<file path="config.mk">
export PLATFORM = sky130hd
export DESIGN_NAME = step_pattern_gen
export DESIGN_NICKNAME = d
export VERILOG_FILES = /design/src/rtl/step_pattern_gen.sv
export SDC_FILE = /design/constraint.sdc
export NUM_CORES = 1
export LEC_CHECK = 0
export ABC_AREA = 1
export CORE_MARGIN = 4
export CORE_UTILIZATION = 58
export DETAILED_ROUTE_END_ITERATION = 12
export GPL_ROUTABILITY_DRIVEN = 0
export MAX_ROUTING_LAYER = met4
export PLACE_DENSITY = 0.94
export SLEW_MARGIN = 20
export SYNTH_ARGS = -nofsm -noshare
export SYNTH_HDL_FRONTEND = slang
export SYNTH_SLANG_ARGS = --single-unit
export TNS_END_PERCENT = 100
</file>
<file path="constraint.sdc">
create_clock -name clk -period 4.3 [get_ports clk]
set_input_delay 0.43 -clock clk [delete_from_list [all_inputs] [get_ports clk]]
set_output_delay 0.43 -clock clk [all_outputs]
set_load 0.01 [all_outputs]
</file>
<file path="src/rtl/step_pattern_gen.sv">
// Step-pattern memory game: shows a one-hot target, captures the player's button press, judges and scores.
// Optional macro STEP_SPEEDUP_EN shortens the play window as the score rises.
module step_pattern_gen #(
  parameter int unsigned SHOW_TICKS = 4,
  parameter int unsigned PLAY_TICKS = 16,
  parameter logic [7:0]  LFSR_SEED  = 8'hA5
) (
  input  logic       clk,
  input  logic       rst,
  input  logic       tick,
  input  logic       start,
  input  logic [3:0] btn,
  output logic [3:0] pattern,
  output logic [3:0] player,
  output logic       sel,
  output logic       hit,
  output logic       miss,
  output logic [7:0] score,
  output logic       busy
);

  localparam int unsigned MAXT = (SHOW_TICKS > PLAY_TICKS) ? SHOW_TICKS : PLAY_TICKS;
  localparam int unsigned CW   = $clog2(MAXT + 1);

  localparam logic [1:0] S_IDLE  = 2'd0;
  localparam logic [1:0] S_SHOW  = 2'd1;
  localparam logic [1:0] S_PLAY  = 2'd2;
  localparam logic [1:0] S_JUDGE = 2'd3;

  logic [1:0]    state, state_d;
  logic [7:0]    lfsr, lfsr_d;
  logic [CW-1:0] tcnt, tcnt_d;
  logic [3:0]    pattern_d, player_d;
  logic          sel_d, hit_d, miss_d, busy_d;
  logic [7:0]    score_d;
  logic [3:0]    onehot_c;
  logic          show_last_c, play_last_c;

`ifdef STEP_SPEEDUP_EN
  // Window shrinks by PLAY_TICKS/8 per won round (up to 6), floored at PLAY_TICKS/4.
  logic [CW-1:0] win, win_d, win_next_c, dec_c, raw_c;
  logic [2:0]    sc6_c;

  always_comb begin
    sc6_c      = (score > 8'd6) ? 3'd6 : score[2:0];
    dec_c      = CW'(PLAY_TICKS >> 3) * CW'(sc6_c);
    raw_c      = CW'(PLAY_TICKS) - dec_c;
    win_next_c = (raw_c < CW'(PLAY_TICKS >> 2)) ? CW'(PLAY_TICKS >> 2) : raw_c;
    play_last_c = (tcnt == win - CW'(1));
  end
`else
  always_comb play_last_c = (tcnt == CW'(PLAY_TICKS - 1));
`endif

  assign onehot_c    = 4'b0001 << lfsr[1:0];
  assign show_last_c = (tcnt == CW'(SHOW_TICKS - 1));

  // Next-state and next-output logic
  always_comb begin
    state_d   = state;
    lfsr_d    = {lfsr[6:0], lfsr[7] ^ lfsr[5] ^ lfsr[4] ^ lfsr[3]};
    tcnt_d    = tcnt;
    pattern_d = pattern;
    player_d  = player;
    sel_d     = sel;
    busy_d    = busy;
    score_d   = score;
    hit_d     = 1'b0;
    miss_d    = 1'b0;
`ifdef STEP_SPEEDUP_EN
    win_d     = win;
`endif
    case (state)
      S_IDLE: begin
        busy_d = 1'b0;
        sel_d  = 1'b0;
        if (start) begin
          state_d   = S_SHOW;
          score_d   = 8'd0;
          player_d  = 4'd0;
          pattern_d = onehot_c;
          tcnt_d    = '0;
          busy_d    = 1'b1;
        end
      end
      S_SHOW: begin
        if (tick) begin
          if (show_last_c) begin
            state_d  = S_PLAY;
            sel_d    = 1'b1;
            player_d = 4'd0;
            tcnt_d   = '0;
`ifdef STEP_SPEEDUP_EN
            win_d    = win_next_c;
`endif
          end else begin
            tcnt_d = tcnt + CW'(1);
          end
        end
      end
      S_PLAY: begin
        // A press beats a coincident final tick
        if (btn != 4'd0) begin
          player_d = btn;
          state_d  = S_JUDGE;
        end else if (tick) begin
          if (play_last_c) state_d = S_JUDGE;
          else             tcnt_d  = tcnt + CW'(1);
        end
      end
      S_JUDGE: begin
        sel_d = 1'b0;
        if (player == pattern) begin
          hit_d     = 1'b1;
          score_d   = (score == 8'hFF) ? score : score + 8'd1;
          state_d   = S_SHOW;
          pattern_d = onehot_c;
          tcnt_d    = '0;
        end else begin
          miss_d  = 1'b1;
          busy_d  = 1'b0;
          state_d = S_IDLE;
        end
      end
      default: state_d = S_IDLE;
    endcase
  end

  always_ff @(posedge clk or posedge rst) begin
    if (rst) begin
      state   <= S_IDLE;
      lfsr    <= LFSR_SEED;
      tcnt    <= '0;
      pattern <= 4'd0;
      player  <= 4'd0;
      sel     <= 1'b0;
      hit     <= 1'b0;
      miss    <= 1'b0;
      score   <= 8'd0;
      busy    <= 1'b0;
`ifdef STEP_SPEEDUP_EN
      win     <= '0;
`endif
    end else begin
      state   <= state_d;
      lfsr    <= lfsr_d;
      tcnt    <= tcnt_d;
      pattern <= pattern_d;
      player  <= player_d;
      sel     <= sel_d;
      hit     <= hit_d;
      miss    <= miss_d;
      score   <= score_d;
      busy    <= busy_d;
`ifdef STEP_SPEEDUP_EN
      win     <= win_d;
`endif
    end
  end

endmodule
</file>
**After elaboration in Yosys (flattened, before gate mapping)**

Index checks and enable logic that the tools add are counted.

- Add/sub/neg operators: 2
- Equal/unequal tests: 19
- Shift-type cells: 1
- Multiplexer cells: 38
- Bitwise logic cells: 3
- Reductions and logical operators: 13

Operator list:

| operator | number |
|---|---|
| 5-bit two-way mux | 7 |
| 4-bit two-way mux | 6 |
| 8-bit two-way mux | 3 |
| 2-bit inequality test, second input constant | 10 |
| 5-bit case mux with 4 select lines | 1 |
| 8-bit case mux with 2 select lines | 1 |
| 2-bit two-way mux | 6 |
| 4-bit case mux with 3 select lines | 1 |
| 5-bit AND reduction | 2 |
| 1-bit two-way mux | 9 |
| 8-bit by 1-bit adder with 8-bit output, second input constant | 1 |
| 8-bit equality test, second input constant | 1 |
| 2-bit case mux with 4 select lines | 1 |
| 4-bit case mux with 2 select lines | 1 |
| 3-bit inequality test, second input constant | 2 |
| 3-bit AND reduction | 2 |
| 6-bit AND reduction | 1 |
| 5-bit by 1-bit adder with 5-bit output, second input constant | 1 |
| 5-bit by 2-bit equality test with 1-bit output, second input constant | 1 |
| 5-bit by 4-bit equality test with 1-bit output, second input constant | 1 |
| 2-bit equality test, second input constant | 2 |
| 4-bit equality test | 1 |
| 1-bit case mux with 2 select lines | 2 |
| 4-bit AND reduction | 1 |
| other kinds (9) | 12 |

- Register bits after elaboration: 35
- Logic and storage cells: 86

**Depth between registers and ports, before layout**

- Depth in word-level cells: 5
- Gate-level depth with buffers: 10
- Gate-level depth less buffers: 10

**Worst setup path before layout**

OpenSTA, ideal clock, no wires.

- Path type: register to register
- From: reg tcnt[0]
- To: reg tcnt[2]
- Setup time: 0.118 ns
- Arrival time: 1.414 ns
- Data required time: 4.182 ns
- Path slack: 2.768 ns
- Cell stages (with the launch flop): 11
- Path buffers: 0
- Cell sequence: dfrtp_1 -> ha_1 -> nand2_1 -> nor2_1 -> ha_1 -> inv_1 -> nand4_1 -> nand2_1 -> nand3_2 -> nand2_1 -> nand2_1

- Cells in the longest elaborated chain, start to end: 5
- Elaborated cells on any way between the ends: 11

Ends and longest elaborated chain:

| item | RTL line | RTL |
|---|---|---|
| start: declaration | 32 | `logic [CW-1:0] tcnt, tcnt_d;` |
| start signal: assignment | 147 | `tcnt <= tcnt_d;` |
| 5-bit by 1-bit adder with 5-bit output | 97, 108 |  |
| 5-bit two-way mux | 107 | `if (play_last_c) state_d = S_JUDGE;` |
| 5-bit two-way mux | 106 | `end else if (tick) begin` |
| 5-bit two-way mux | 103 | `if (btn != 4'd0) begin` |
| 5-bit case mux with 4 select lines | 73 | `case (state)` |

Parallel ways exist; a longest one is shown, timed or not. The select of a mux whose other input is x is not followed.
A chain may end at the register's enable or synchronous reset.

**Final worst setup path**

- From: reg state[0]
- To: reg state[0]

- Cells in the longest elaborated chain, start to end: 3
- Elaborated cells on any way between the ends: 11

Ends and longest elaborated chain:

| item | RTL line | RTL |
|---|---|---|
| start: declaration | 30 | `logic [1:0] state, state_d;` |
| start signal: assignment | 145 | `state <= state_d;` |
| 2-bit equality test (tied with other cells) | 73 |  |
| 3-bit inequality test (no line) / 2-bit inequality test (equally long branches) | n/a |  |
| 5-bit AND reduction (no line) | n/a |  |

Parallel ways exist; a longest one is shown, timed or not.

==> reports/qor.yml <==
status: "completed"
dp_hpwl_mm: 3.00
netlist_instances: 252
worstRegToRegCells: 9
grt_pass1_wl_mm: 7.36
fin_hold_ws_ns: 0.361
synth_top_area_cell: "dfrtp_1"
layout-drive-gt1-share_pct: 9.79
wl_per_cell_um: 12.7
ys_types: 27
root_buffer: "clkbuf_4"
path_clk_slew_ns: 0.12
power_leakage_nw: 1.17
ys.flop_type: "dfrtp_1"
worstMarginPinSlew_ns: 0.424
min_period_over_period_pct: 44.6
num_antenna_cells: 0
crit_start: "state[0]$_DFFE_PP0P_"
async_reset_ff_share_pct: 100
syn_nets: 268
grt_max_degree: 36
finalWorstPathRequiredPeriod_ns: 1.92
clk_latency_ns: 0.34
coreArea_um2: 3130
io_pins: 28
drtIter0Drc: 138
synth_top_area_share_pct: 39.8
hold_path_class: "reg2reg"
dieArea_um2: 4350
setup_violations: 0
combPwrFrac_pct: 50.2
p_sw_w: 0.000552
crit_end: "state[0]$_DFFE_PP0P_"
crit_fanout: 13
fill_cells: 221
finalHoldViolations: 0
slew_headroom_pct: 71.7
rrSetupSlack_ns: 2.38
portBuffers: 27
setup-tns-final_ns: 0
final_cell_mix: "79 x nand2_1, 35 x inv_1, 31 x dfrtp_1"
p_per_area_nw_per_um2: 522
crit_type: "reg2reg"
worst_ep_arrival_time_ns: 2.17
htree_levels: 2
die_w_um: 66.0
antenna_found_initial: 0
cp-end-kind: "flop"
peakVddDrop_uv: 360
rr_startpoint: "state[0]$_DFFE_PP0P_"
start_util_pct: 62.4
clock_skew_ns: 0.0101
internal_power_w: 0.000659
synth_edf_count: 0
syn_area_um2: 1950
drc: 0
seqPwrFrac_pct: 35.1
rows: 20
via_count: 1737
syn_area_per_cell_um2: 7.74
fmax_mhz: 521
cts_sinks: 35
cap_violations: 0
die_height_um: 66.0
swShare_pct: 45.6
cts_resized: 0
nets: 301
synth_area_leaders: "dfrtp_1 40%, nand2_1 15%, inv_1 6.7%"
cts_buffers: 5
pwr-share-clk_pct: 14.7
wirelength_mm: 4.19
cts_setup_buffers: 0
syn_to_final_growth_pct: 19.0
ant_nets: 0
drt-pass1-iter-count: 4
grt_overflow: 0
cts_tree: "done"
final_common_cell: "nand2_1"
rsz0062_at_grt: "no"
grt_pass1_vias: 1625
routed_via_density: 5.26
finalMaxSlewViolations: 0
cts_hold_buf: 0
ys_seq_area_share_pct: 45.2
worstReg2RegEnd: "state[0]$_DFFE_PP0P_"
critPathRequiredTime_ns: 4.55
synth_warnings: 0
track_usage_pct: 22.8
cp-start-kind: "flop"
ys_ff_latch: 35
clk_path_buf_depth: 2
metrics by stage:
stage               total power [W]  worst slack, ns  cells  utilization (%)  area [um^2]
floorplan                  0.000864             2.77    252                -         1950
global placement            0.00101             2.45    322             72.4         2260
detailed placement          0.00103             2.36    322             72.4         2260
CTS                         0.00121             2.42    330             74.2         2320
global route                0.00131             2.24    330             74.2         2320
finish                      0.00121             2.38    330             74.2         2320
worst max-delay path, cell delays in order, from the launching register on:
cell and delay [ns]:
dfrtp_1 0.45, inv_1 0.10, ha_1 0.20, inv_1 0.10, or2_2 0.31, nand3_1 0.19, nor2_1 0.24, nand2_1 0.10
nand2_1 0.07, nand2_1 0.05
cell usage after synthesis, types with 2 or more instances:
library cell,n
inv_2,2
nand3_1,23
nand2_1,79
nor2_2,3
inv_1,35
dfrtp_1,31
nand3_4,2
a21oi_1,4
xor2_1,2
dfstp_2,4
nand2_2,3
nand4_1,9
ha_1,8
nor2_1,25
o21ai_0,9
xnor2_1,2
layout make-up:
type / count / area, um^2 / share of cell area (%)
clock buffer: 5 / 37.5 / 1.62
sequential: 35 / 881 / 38.0
timing repair buffer: 28 / 278 / 12.0
inverter: 38 / 148 / 6.36
multi-input combinational: 177 / 902 / 38.9
tap: 44 / 55.1 / 2.37
clock inverter: 3 / 20.0 / 0.863
power groups by stage:
stage          clock [W]  sequential (W)  combinational, W
6_report        0.000178        0.000425          0.000607
5_1_grt         0.000200        0.000433          0.000682
4_1_cts         0.000182        0.000425          0.000605
3_5_place_dp           0        0.000431          0.000597
3_3_place_gp           0        0.000427          0.000583
2_1_floorplan          0        0.000440          0.000424
cell families after synthesis:
family	count (synthesis)	share of synthesized area, %
compound gates	16	4.81
xor+xnor	4	1.80
fa+ha+maj	8	5.13
buf+inv	40	8.60
flops	35	45.2
simple gates	149	34.5
registers in the layout, summed over array words and instances (netlist names):
name     cells
busy         1
hit          1
lfsr         8
miss         1
pattern      4
player       4
score        8
sel          1
state        2
tcnt         5
worst min path at each step:
stage                       from           endpoint  slack (ns)  cells after the start
2_1_floorplan  lfsr[6]$_DFF_PP0_  lfsr[7]$_DFF_PP1_        0.33                      0
3_3_place_gp   lfsr[6]$_DFF_PP0_  lfsr[7]$_DFF_PP1_        0.34                      0
3_5_place_dp   lfsr[6]$_DFF_PP0_  lfsr[7]$_DFF_PP1_        0.34                      0
4_1_cts        lfsr[6]$_DFF_PP0_  lfsr[7]$_DFF_PP1_        0.37                      0
5_1_grt        lfsr[6]$_DFF_PP0_  lfsr[7]$_DFF_PP1_        0.39                      0
6_report       lfsr[6]$_DFF_PP0_  lfsr[7]$_DFF_PP1_        0.36                      0
per-layer routing:
layer | global-route usage (%) | wire, um
met1 | 27.8 | 1810
met2 | 36.9 | 2100
met3 | 4.42 | 214
met4 | 10.2 | 74
met5 | - | 0
Power figures use the tool's default switching activity.
